$ cat config.mk
export PLATFORM = sky130hd
export DESIGN_NAME = m_ghost_engine_flat
export DESIGN_NICKNAME = d
export VERILOG_FILES = /design/src/rtl/m_ghost_engine_if.sv /design/src/rtl/m_ghost_engine.sv /design/src/flat_wrapper.sv
export SDC_FILE = /design/constraint.sdc
export NUM_CORES = 1
export LEC_CHECK = 0
export CAP_MARGIN = 15
export CORE_ASPECT_RATIO = 0.5
export CORE_MARGIN = 2
export CORE_UTILIZATION = 50
export CTS_BUF_LIST = sky130_fd_sc_hd__clkbuf_4 sky130_fd_sc_hd__clkbuf_8
export CTS_CLUSTER_SIZE = 30
export DETAILED_ROUTE_END_ITERATION = 7
export HOLD_SLACK_MARGIN = 0.05
export PLACE_DENSITY = 0.76
export SYNTH_ARGS = -nofsm -noshare
export SYNTH_HDL_FRONTEND = slang
export SYNTH_SLANG_ARGS = --single-unit
$ cat constraint.sdc
create_clock -name clock_i -period 2.36 [get_ports clock_i]
set_input_delay 0.236 -clock clock_i [delete_from_list [all_inputs] [get_ports clock_i]]
set_output_delay 0.236 -clock clock_i [all_outputs]
set_load 0.005 [all_outputs]
$ cat src/rtl/m_ghost_engine_if.sv
// Ghost engine bus: game-logic handshake, player position, path ROM port and
// the renderer-facing ghost/collision outputs. The engine takes the slave side.
interface m_ghost_engine_if #(
    parameter int NUM_GHOSTS = 3,
    parameter int X_W        = 5,
    parameter int Y_W        = 4,
    parameter int ADDR_W     = 7
);
    logic                         start;
    logic                         busy;
    logic                         done;
    logic [X_W-1:0]               player_x;
    logic [Y_W-1:0]               player_y;
    logic [NUM_GHOSTS*ADDR_W-1:0] path_last;
    logic [2:0]                   rom_sel;
    logic [ADDR_W-1:0]            rom_addr;
    logic [X_W+Y_W-1:0]           rom_data;
    logic [NUM_GHOSTS*X_W-1:0]    ghost_x;
    logic [NUM_GHOSTS*Y_W-1:0]    ghost_y;
    logic [NUM_GHOSTS-1:0]        collision_mask;
    logic                         collision;

    modport slave (
        input  start, player_x, player_y, path_last, rom_data,
        output busy, done, rom_sel, rom_addr, ghost_x, ghost_y, collision_mask, collision
    );

    modport master (
        output start, player_x, player_y, path_last, rom_data,
        input  busy, done, rom_sel, rom_addr, ghost_x, ghost_y, collision_mask, collision
    );
endinterface

$ cat src/rtl/m_ghost_engine.sv
// m_ghost_engine: once per game tick, advances every ghost one step along its
// path table, fetches the new coordinates ghost-by-ghost from the shared path
// ROM and flags ghosts that share the player's tile.
// Optional macro GHOST_SWEPT_COLLISION_EN: also flags a ghost and the player
// that swapped tiles during the tick (pass-through), using previous positions.
module m_ghost_engine #(
    parameter int NUM_GHOSTS = 3,
    parameter int X_W        = 5,
    parameter int Y_W        = 4,
    parameter int ADDR_W     = 7,
    parameter int ROM_LAT    = 1
) (
    input  logic            clock_i,
    input  logic            reset_i,
    m_ghost_engine_if.slave bus
);
    localparam logic [1:0] S_IDLE  = 2'd0;
    localparam logic [1:0] S_FETCH = 2'd1;
    localparam logic [1:0] S_LATCH = 2'd2;
    localparam logic [1:0] S_CHECK = 2'd3;

    localparam int GW = (NUM_GHOSTS > 1) ? $clog2(NUM_GHOSTS) : 1;
    localparam int CW = (ROM_LAT > 1) ? $clog2(ROM_LAT) : 1;
    localparam logic [GW-1:0] G_LAST = GW'(NUM_GHOSTS - 1);
    localparam logic [CW-1:0] C_LAST = CW'(ROM_LAT - 1);

    logic [1:0]                        state_q, state_d;
    logic [CW-1:0]                     cnt_q, cnt_d;
    logic [GW-1:0]                     gi_q, gi_d;
    logic [NUM_GHOSTS-1:0][ADDR_W-1:0] idx_q, idx_d;
    logic [NUM_GHOSTS-1:0][X_W-1:0]    gx_q;
    logic [NUM_GHOSTS-1:0][Y_W-1:0]    gy_q;
    logic [X_W-1:0]                    px_q;
    logic [Y_W-1:0]                    py_q;
    logic [2:0]                        sel_q;
    logic [ADDR_W-1:0]                 addr_q;
    logic [NUM_GHOSTS-1:0]             mask_q, mask_d;
    logic                              coll_q, done_q;
    logic [X_W-1:0]                    rom_x;
    logic [Y_W-1:0]                    rom_y;

    assign rom_x = bus.rom_data[X_W+Y_W-1 -: X_W];
    assign rom_y = bus.rom_data[Y_W-1:0];

`ifdef GHOST_SWEPT_COLLISION_EN
    logic [NUM_GHOSTS-1:0][X_W-1:0] gxp_q;
    logic [NUM_GHOSTS-1:0][Y_W-1:0] gyp_q;
    logic [X_W-1:0]                 pxp_q;
    logic [Y_W-1:0]                 pyp_q;
`endif

    // Per ghost: next path index (wraps at or beyond the table end) and hit test.
    for (genvar g = 0; g < NUM_GHOSTS; g++) begin : g_ghost
        assign idx_d[g] = (idx_q[g] >= bus.path_last[g*ADDR_W +: ADDR_W]) ? '0 : idx_q[g] + 1'b1;
`ifdef GHOST_SWEPT_COLLISION_EN
        assign mask_d[g] = ((gx_q[g] == px_q) && (gy_q[g] == py_q)) ||
                           ((gxp_q[g] == px_q) && (gyp_q[g] == py_q) &&
                            (gx_q[g] == pxp_q) && (gy_q[g] == pyp_q));
`else
        assign mask_d[g] = (gx_q[g] == px_q) && (gy_q[g] == py_q);
`endif
    end

    // Sequencer: IDLE -> (FETCH x ROM_LAT -> LATCH) per ghost -> CHECK -> IDLE.
    always_comb begin
        state_d = state_q;
        cnt_d   = cnt_q;
        gi_d    = gi_q;
        case (state_q)
            S_IDLE: begin
                if (bus.start) begin
                    state_d = S_FETCH;
                    cnt_d   = '0;
                    gi_d    = '0;
                end
            end
            S_FETCH: begin
                if (cnt_q == C_LAST) state_d = S_LATCH;
                else                 cnt_d   = cnt_q + 1'b1;
            end
            S_LATCH: begin
                cnt_d = '0;
                if (gi_q == G_LAST) begin
                    state_d = S_CHECK;
                end else begin
                    gi_d    = gi_q + 1'b1;
                    state_d = S_FETCH;
                end
            end
            default: state_d = S_IDLE;
        endcase
    end

    // State, path indices, ROM address, ghost positions and collision results.
    always_ff @(posedge clock_i or posedge reset_i) begin
        if (reset_i) begin
            state_q <= S_IDLE;
            cnt_q   <= '0;
            gi_q    <= '0;
            idx_q   <= '0;
            gx_q    <= '0;
            gy_q    <= '0;
            px_q    <= '0;
            py_q    <= '0;
            sel_q   <= '0;
            addr_q  <= '0;
            mask_q  <= '0;
            coll_q  <= 1'b0;
            done_q  <= 1'b0;
        end else begin
            state_q <= state_d;
            cnt_q   <= cnt_d;
            gi_q    <= gi_d;
            done_q  <= 1'b0;
            case (state_q)
                S_IDLE: begin
                    if (bus.start) begin
                        idx_q  <= idx_d;
                        px_q   <= bus.player_x;
                        py_q   <= bus.player_y;
                        sel_q  <= '0;
                        addr_q <= idx_d[0];
                    end
                end
                S_LATCH: begin
                    gx_q[gi_q] <= rom_x;
                    gy_q[gi_q] <= rom_y;
                    // Point the ROM at the next ghost so its fetch window starts now.
                    sel_q      <= 3'(gi_d);
                    addr_q     <= idx_q[gi_d];
                end
                S_CHECK: begin
                    mask_q <= mask_d;
                    coll_q <= |mask_d;
                    done_q <= 1'b1;
                end
                default: ;
            endcase
        end
    end

`ifdef GHOST_SWEPT_COLLISION_EN
    // Previous-tick player snapshot and per-ghost previous position.
    always_ff @(posedge clock_i or posedge reset_i) begin
        if (reset_i) begin
            gxp_q <= '0;
            gyp_q <= '0;
            pxp_q <= '0;
            pyp_q <= '0;
        end else begin
            if (state_q == S_IDLE && bus.start) begin
                pxp_q <= px_q;
                pyp_q <= py_q;
            end
            if (state_q == S_LATCH) begin
                gxp_q[gi_q] <= gx_q[gi_q];
                gyp_q[gi_q] <= gy_q[gi_q];
            end
        end
    end
`endif

    assign bus.busy           = (state_q != S_IDLE);
    assign bus.done           = done_q;
    assign bus.rom_sel        = sel_q;
    assign bus.rom_addr       = addr_q;
    assign bus.ghost_x        = gx_q;
    assign bus.ghost_y        = gy_q;
    assign bus.collision_mask = mask_q;
    assign bus.collision      = coll_q;
endmodule

$ cat src/flat_wrapper.sv
// flat-port wrapper written by rule: the top's interface ports become plain ports
module m_ghost_engine_flat 
#(
    parameter int NUM_GHOSTS = 3,
    parameter int X_W        = 5,
    parameter int Y_W        = 4,
    parameter int ADDR_W     = 7,
    parameter int ROM_LAT    = 1
)
  (clock_i, reset_i, bus_start, bus_player_x, bus_player_y, bus_path_last, bus_rom_data, bus_busy, bus_done, bus_rom_sel, bus_rom_addr, bus_ghost_x, bus_ghost_y, bus_collision_mask, bus_collision);
  m_ghost_engine_if #(.NUM_GHOSTS(NUM_GHOSTS), .X_W(X_W), .Y_W(Y_W), .ADDR_W(ADDR_W)) bus_i ();
  input  logic clock_i;
  input  logic reset_i;
  input wire logic [$bits(bus_i.start)-1:0] bus_start;
  input wire logic [$bits(bus_i.player_x)-1:0] bus_player_x;
  input wire logic [$bits(bus_i.player_y)-1:0] bus_player_y;
  input wire logic [$bits(bus_i.path_last)-1:0] bus_path_last;
  input wire logic [$bits(bus_i.rom_data)-1:0] bus_rom_data;
  output wire logic [$bits(bus_i.busy)-1:0] bus_busy;
  output wire logic [$bits(bus_i.done)-1:0] bus_done;
  output wire logic [$bits(bus_i.rom_sel)-1:0] bus_rom_sel;
  output wire logic [$bits(bus_i.rom_addr)-1:0] bus_rom_addr;
  output wire logic [$bits(bus_i.ghost_x)-1:0] bus_ghost_x;
  output wire logic [$bits(bus_i.ghost_y)-1:0] bus_ghost_y;
  output wire logic [$bits(bus_i.collision_mask)-1:0] bus_collision_mask;
  output wire logic [$bits(bus_i.collision)-1:0] bus_collision;
  assign bus_i.start = bus_start;
  assign bus_i.player_x = bus_player_x;
  assign bus_i.player_y = bus_player_y;
  assign bus_i.path_last = bus_path_last;
  assign bus_i.rom_data = bus_rom_data;
  assign bus_busy = bus_i.busy;
  assign bus_done = bus_i.done;
  assign bus_rom_sel = bus_i.rom_sel;
  assign bus_rom_addr = bus_i.rom_addr;
  assign bus_ghost_x = bus_i.ghost_x;
  assign bus_ghost_y = bus_i.ghost_y;
  assign bus_collision_mask = bus_i.collision_mask;
  assign bus_collision = bus_i.collision;
  m_ghost_engine #(.NUM_GHOSTS(NUM_GHOSTS), .X_W(X_W), .Y_W(Y_W), .ADDR_W(ADDR_W), .ROM_LAT(ROM_LAT)) u_core (.clock_i(clock_i), .reset_i(reset_i), .bus(bus_i));
endmodule
Yosys cells after proc, flatten, opt, wreduce, memory -nomap -nowiden
Cells that the tools add are included.
Word-level totals
  flip-flop bits (word level): 77
  latch bits: 0
  memory bits (writable): 0
  memory bits (read-only): 0
  input bits: 42
  output and inout bits: 43
  word-level logic and storage cells: 81
  memories: 0
Operators by class
  $add $sub $neg: 5
  multipliers: 0
  divide/modulo/power cells: 0
  order comparisons: 6
  equality and inequality tests: 12
  shift-type cells: 0
  mux-type cells: 26
  bitwise gates (word level): 0
  reduce and logical (&&, ||, !) cells: 13
Operator list (count)
  $mux W7: 5
  $add A7 B1 Y7 const B: 3
  $ge A7 B7 Y1: 3
  $bwmux W15: 1
  $eq A5 B5 Y1: 3
  $bmux W7 S2: 1
  $pmux W7 S2: 1
  $bwmux W12: 1
  $eq A4 B4 Y1: 3
  $demux W5 S2: 1
  $mux W2: 5
  $demux W4 S2: 1
  $reduce_and A2 Y1: 4
  $eq A2 B2 Y1 const B: 3
  $lt A2 B3 Y1 const B: 2
  $pmux W2 S3: 1
  $pmux W3 S2: 1
  $mux W5: 1
  $logic_and A1 B1 Y1: 4
  $mux W4: 1
  $ne A2 B2 Y1 const B: 2
  $pmux W2 S2: 1
  $reduce_bool A2 Y1: 2
  $mux W1: 3
  other kinds (9): 9

Longest topological paths before layout
Gate-level depths: netlist of run 1.
  depth in word-level cells: 6
  gate-level depth with buffers: 7
  depth with buffers taken out: 7

Worst setup path before layout of run 1
Ideal clock, no wire load.
  path kind: flip-flop to flip-flop
  start point: register u_core.idx_q[0] (netlist bit)
  end point: register u_core.addr_q[0] (netlist: u_core.bus.rom_addr[0])
  library setup time: 0.087 ns
  data arrival time: 1.726 ns
  setup slack: 0.548 ns
  stages on the path, launching flop included: 8
  buffers on the path: 0
  period minus slack after synthesis: 1.812 ns
  cell sequence: dfrtp_1 inv_1 ha_1 nand2b_1 a211o_1 a21oi_2 nand2_1 o211ai_1
On the way
  longest elaborated chain between the ends: 4
  elaborated cells on any way between the ends: 7
  classes of those cells: add/sub: 1; order compare: 1; mux: 5
RTL lines
  start, declared: RTL line m_ghost_engine.sv:30  | logic [NUM_GHOSTS-1:0][ADDR_W-1:0] idx_q, idx_d;
  start signal, assigned: RTL line m_ghost_engine.sv:118  | idx_q <= idx_d;
  $add A7 B1 Y7 or $ge A7 B7 Y1 (tied branches): RTL line m_ghost_engine.sv:54  | assign idx_d[g] = (idx_q[g] >= bus.path_last[g*ADDR_W +: ADDR_W]) ? '0 : idx_q[g] + 1'b1;
  $mux W7: RTL line m_ghost_engine.sv:54
  $mux W7: RTL line m_ghost_engine.sv:117  | if (bus.start) begin
  $pmux W7 S2 (*): RTL line m_ghost_engine.sv:115  | case (state_q)
  end signal, assigned: RTL line m_ghost_engine.sv:122  | addr_q <= idx_d[0];
  end signal, assigned: RTL line m_ghost_engine.sv:130  | addr_q <= idx_q[gi_d];
  end, declared: RTL line m_ghost_engine.sv:36  | logic [ADDR_W-1:0] addr_q;
Mark *: on every way between the ends. The rest lies on a longest branch, timed or not. The select of a mux whose other input is x is not followed.
A chain may end at the register's enable or synchronous reset.

Worst setup path in the final report of run 1
  start point: register u_core.idx_q[19] (netlist bit)
  end point: register u_core.idx_q[14] (netlist bit)
On the way
  longest elaborated chain between the ends: 2
RTL lines (RTL line)
  $ge A7 B7 Y1: m_ghost_engine.sv:54
  $mux W7: m_ghost_engine.sv:54
Every way passes these cells.

==> results.md, run 1 <==
- The die footprint is 9010 sq um.
- The worst pin sits at a relative slew slack of 62.9%.
- The final weighted congestion in routability-driven placement is roughly 0.8.
- Hold repair after CTS inserted 0 buffers.
- The post-synthesis cell count is about 410.
- The floorplan has 23 rows.
- The post-layout minimum cycle time is 2.01 ns.
- In this run, synthesis produced a sequential element count of 75.
- Per report_power, the clock group accounts for between 10 and 15% of the total.
- The synthesized design devotes to its leading area cell type between 40 and 50% of total area.
- The slowest library cell on the worst path is sky130_fd_sc_hd__dfrtp_1.
- The top cell family by delay on the critical path is compound AO/OA/AOI/OAI gates.
- The largest total area in the synthesized netlist belongs to sky130_fd_sc_hd__dfrtp_1.
- Once the clock tree was built, the resizer swapped 0 gates to a different size.
- The number of H-tree branching levels is 3.
- Cells with a size suffix above 1 make up between 10% and 20% of the layout.
- The number of nets in the synthesized netlist is between 400 and 500.
- The kind of end point of the critical path is a flop.
- The biggest cell delay along the critical path is about 0.46 ns.
- Setup slack on the worst reg-to-reg path comes out at 0.35 ns.
- Wires add up to between 9000 and 10,000 um.
- The worst hold slack after final layout is between 0.2 and 0.3 ns.
- The clock sink total is 75.
- The detailed router's first-iteration violation count is around 260.
- The library cell used most frequently in the layout, excluding fill and tap cells, is sky130_fd_sc_hd__clkdlybuf4s50_1.
- The maximum clock frequency is 497 MHz.
- The net load switching power is 2.45 mW.
- The classification of the worst-slack hold path is input pin to async pin.
- For this design the static power due to leakage is between 2 and 2.5 nW.
- The number of nets in the final layout is a little under 600.
- In this run the critical register-to-register path is captured at u_core.idx_q[14].
- In this run the horizontal extent of the chip is 132 um.
- In the synthesized netlist the dominant register cell turns out to be sky130_fd_sc_hd__dfrtp_1.
- STA puts the critical path data arrival time at 2.28 ns.
- In the final timing run, aggregate negative setup slack is 0 ns.
- The global-route wire length before repair is about 15,000 um.
- The cell sitting at the root of the clock tree is a sky130_fd_sc_hd__clkbuf_8.
- OpenSTA, run right after detailed placement, puts the worst setup slack at about 0.094 ns.
- The buffering stage count on the worst path with inverters included is 0.
- The via density per instance is around 5.2.
- For the worst setup path, the data required time is around 2.6 ns.
- The mapped cell area is about 4000 sq um.
- The clock reaches the later pin of the worst-skew pair after about 0.35 ns.
- For this run, design rule violations remaining after detail routing come to 0.
- Yosys mapped a number of flops with a built-in enable equal to 0.
- The number of cells on the worst reg-to-reg path is 6.
- The sequential share of power is between 30% and 40%.
- The critical path ends at u_core.idx_q[14].
- The global-route usage over all layers is between 20 and 25%.
- The flow ran to the end, and the final reports show no timing, DRC or antenna violations.
- For this design the top-level I/O count stands at 85.
- The count of nets left with antenna violations after detail routing is 0.
- Input and output buffers added on the ports amount to just over 80.
- The maximum fanout along the worst path is 7.
- The category of the most critical setup path is flop to flop.
- After clock tree synthesis, the clock-pin slew on the worst setup and hold paths is 0.07 ns.
- STA classifies the critical path startpoint as a flop.
- The final-report setup violation count is 0.
- The buffer count from post-CTS setup fixing is 0.
- The internal portion of the total power is just under 4 mW.
- The distinct cell type count of the synthesized netlist is 47.
- The max-slew violation count is 0.
- Setup repair after global routing left no endpoint under its margin.
- In this run the deepest clock path goes through 2 buffers.
- The number of clock buffers inserted by TritonCTS is 9.
- During synthesis, Yosys emitted a total of 0 warnings.
- The startpoint identified for the worst register-to-register timing path is u_core.idx_q[19].
- The first detailed-routing pass took 4 iterations.
- The switching share of total power is between 30% and 40%.
- The library cells used most frequently in the layout, excluding fill and tap cells, are sky130_fd_sc_hd__clkdlybuf4s50_1, sky130_fd_sc_hd__nand2_1, sky130_fd_sc_hd__dfrtp_1.
- The vertical die dimension is slightly below 70 um.
- The fraction of registers with async set or reset after synthesis is 100%.
- After detailed routing, the average wire length per cell comes to between 10 and 15 um.
- The most critical setup path has its startpoint at u_core.idx_q[19].
- The placeable core area is around 8000 sq um.
- The signal on the critical path passes through ha_1, a21oi_1, nand2_1, a221o_1, or2_2, o21ai_0.
- Once the floorplan was initialized, standard cells occupied between 50% and 60% of the core.
- The total global routing overflow is 0.
- The count of filler cells inserted in the layout is between 600 and 700.
- Combinational logic is responsible for a little under half of the overall power.
- Counting buffers and inverters, the worst setup path is 6 cells deep.
- The clock tree from TritonCTS is done.
- The HPWL reported at the end of detailed placement is about 6800 um.
- For the pin with the worst max-slew slack, the measured transition is approximately 0.55 ns.
- The max-cap violation count is 0.
- Yosys attributes the largest share of cell area to sky130_fd_sc_hd__dfrtp_1, sky130_fd_sc_hd__ha_1, sky130_fd_sc_hd__mux2_2, sky130_fd_sc_hd__nand2_1, sky130_fd_sc_hd__xor2_1.
- The setup clock skew after layout is just over 0.01 ns.
- Entering global routing, the biggest net connects 55 pins.
- The setup slack of the critical path after layout is 0.347 ns.
- Compared with the post-synthesis result, the final layout area differs by 29.1%.
- The post-layout utilization of the core is approximately 66%.
- The worst-case vdd ir drop is between 0.0004 and 0.0005 V.
- The sequential element share of the synthesized area is 45.6%.
- The initial antenna violation count is 0.
- Power spread over the standard cell area amounts to about 1200 nW/um^2.
- The repair_antennas step left the layout with diodes totalling 0.
- Of the available clock period, the critical path in the final layout requires 85.3%.
- Each instance of the synthesized netlist takes up on average approximately 9.9 sq um.
- The number of hold violations in the final report came to 0.
- The number of global-route vias before repair is ~3,200.
- The total via count in the routed design is 3,260.
==> synthesized netlist by cell type (3+ instances only) <==
master / count
sky130_fd_sc_hd__nand3_1: 12
sky130_fd_sc_hd__or2_2: 4
sky130_fd_sc_hd__dfrtp_1: 75
sky130_fd_sc_hd__nor3_1: 6
sky130_fd_sc_hd__o21ai_0: 15
sky130_fd_sc_hd__xor2_1: 33
sky130_fd_sc_hd__nor2_1: 18
sky130_fd_sc_hd__nor4_1: 6
sky130_fd_sc_hd__inv_1: 30
sky130_fd_sc_hd__mux2_2: 29
sky130_fd_sc_hd__o22ai_1: 3
sky130_fd_sc_hd__mux2i_1: 6
sky130_fd_sc_hd__nand2_1: 78
sky130_fd_sc_hd__nand4_1: 7
sky130_fd_sc_hd__a21oi_1: 16
sky130_fd_sc_hd__clkbuf_1: 5
sky130_fd_sc_hd__ha_1: 28
sky130_fd_sc_hd__xnor2_1: 3
sky130_fd_sc_hd__nor2b_1: 4
sky130_fd_sc_hd__nand2b_1: 4
==> layer usage <==
layer | vias up | track usage (%) | part of all wire (%)
met1 | 1566 | 28.8 | 47
met3 | 10 | 6.00 | 5.7
met5 | - | 0 | 0
li1 | 1610 | - | -
met2 | 74 | 37.0 | 46
met4 | 0 | 7.12 | 0.83
==> through the flow <==
step           area, sq um  total power, mW  instances
2_1_floorplan         4110             4.17        414
3_3_place_gp          5130             5.42        610
3_5_place_dp          5130             5.50        610
4_1_cts               5310             6.42        626
5_1_grt               5310             6.90        626
6_report              5310             6.38        626
==> power groups by stage <==
stage                     Sequential (mW)  Combinational [mW]  Clock, mW
after floorplan                      2.38                1.79          0
after global placement               2.50                2.92          0
after detailed placement             2.52                2.98          0
after CTS                            2.50                3.00      0.920
after global routing                 2.60                3.32      0.976
final                                2.50                2.98      0.901
==> layout make-up <==
class | instances | area [sq um] | share of cell area (%)
multi-input combinational | 299 | 2070 | 38.9
tap | 112 | 140 | 2.64
timing repair buffer | 93 | 931 | 17.5
clock inverter | 4 | 26.3 | 0.495
inverter | 31 | 116 | 2.19
clock buffer | 12 | 153 | 2.88
sequential | 75 | 1880 | 35.4
==> state kept, by name, indices dropped and copies added (netlist names), 2 cells and up <==
signal	cells
u_core.bus.collision_mask	3
u_core.bus.rom_sel	2
u_core.state_q	2
u_core.idx_q	21
u_core.gi_q	2
u_core.bus.rom_addr	7
u_core.py_q	4
u_core.bus.ghost_y	12
u_core.bus.ghost_x	15
u_core.px_q	5
==> worst min path at each step <==
stage / cells past startpoint / slack, ns / to
detailed placement: 2 / 0.47 / u_core.bus.collision_mask[0]
CTS: 3 / 0.26 / u_core.bus.ghost_x[6]
floorplan: 2 / 0.34 / u_core.px_q[0]
finish: 3 / 0.26 / u_core.py_q[2]
global route: 3 / 0.30 / u_core.bus.ghost_x[6]
global placement: 2 / 0.47 / u_core.bus.collision_mask[2]
==> logic make-up (layout without fill, tap and decap cells) <==
logic type                 count (synthesis)  in the layout  synth area share [%]
AOI/OAI and AO/OA                         53             53                  8.43
xor gates and xnor gates                  36             36                  7.67
adders and majority gates                 28             28                  8.52
buffers and inverters                     40            140                  4.11
DFF                                       75             75                  45.6
muxes                                     35             35                  9.40
other                                      1              1                0.0912
and+or+nand+nor                          146            146                  16.1
==> tightest hold or removal path, stage by stage <==
cell                              delay (ns)
sky130_fd_sc_hd__clkdlybuf4s50_1        0.41
sky130_fd_sc_hd__inv_2                  0.08
sky130_fd_sc_hd__buf_12                 0.27
Note: power is estimated with default switching activity, not from simulation.
==> run 2, diff against run 1 <==
--- a/config.mk
+++ b/config.mk
@@ -12,7 +12,7 @@
 export CTS_BUF_LIST = sky130_fd_sc_hd__clkbuf_4 sky130_fd_sc_hd__clkbuf_8
 export CTS_CLUSTER_SIZE = 30
 export DETAILED_ROUTE_END_ITERATION = 7
-export HOLD_SLACK_MARGIN = 0.05
+export HOLD_SLACK_MARGIN = 0.06
 export PLACE_DENSITY = 0.76
 export SYNTH_ARGS = -nofsm -noshare
 export SYNTH_HDL_FRONTEND = slang
==> results of run 2 <==
Final layout, timing and power as in run 1 (identical DEF).
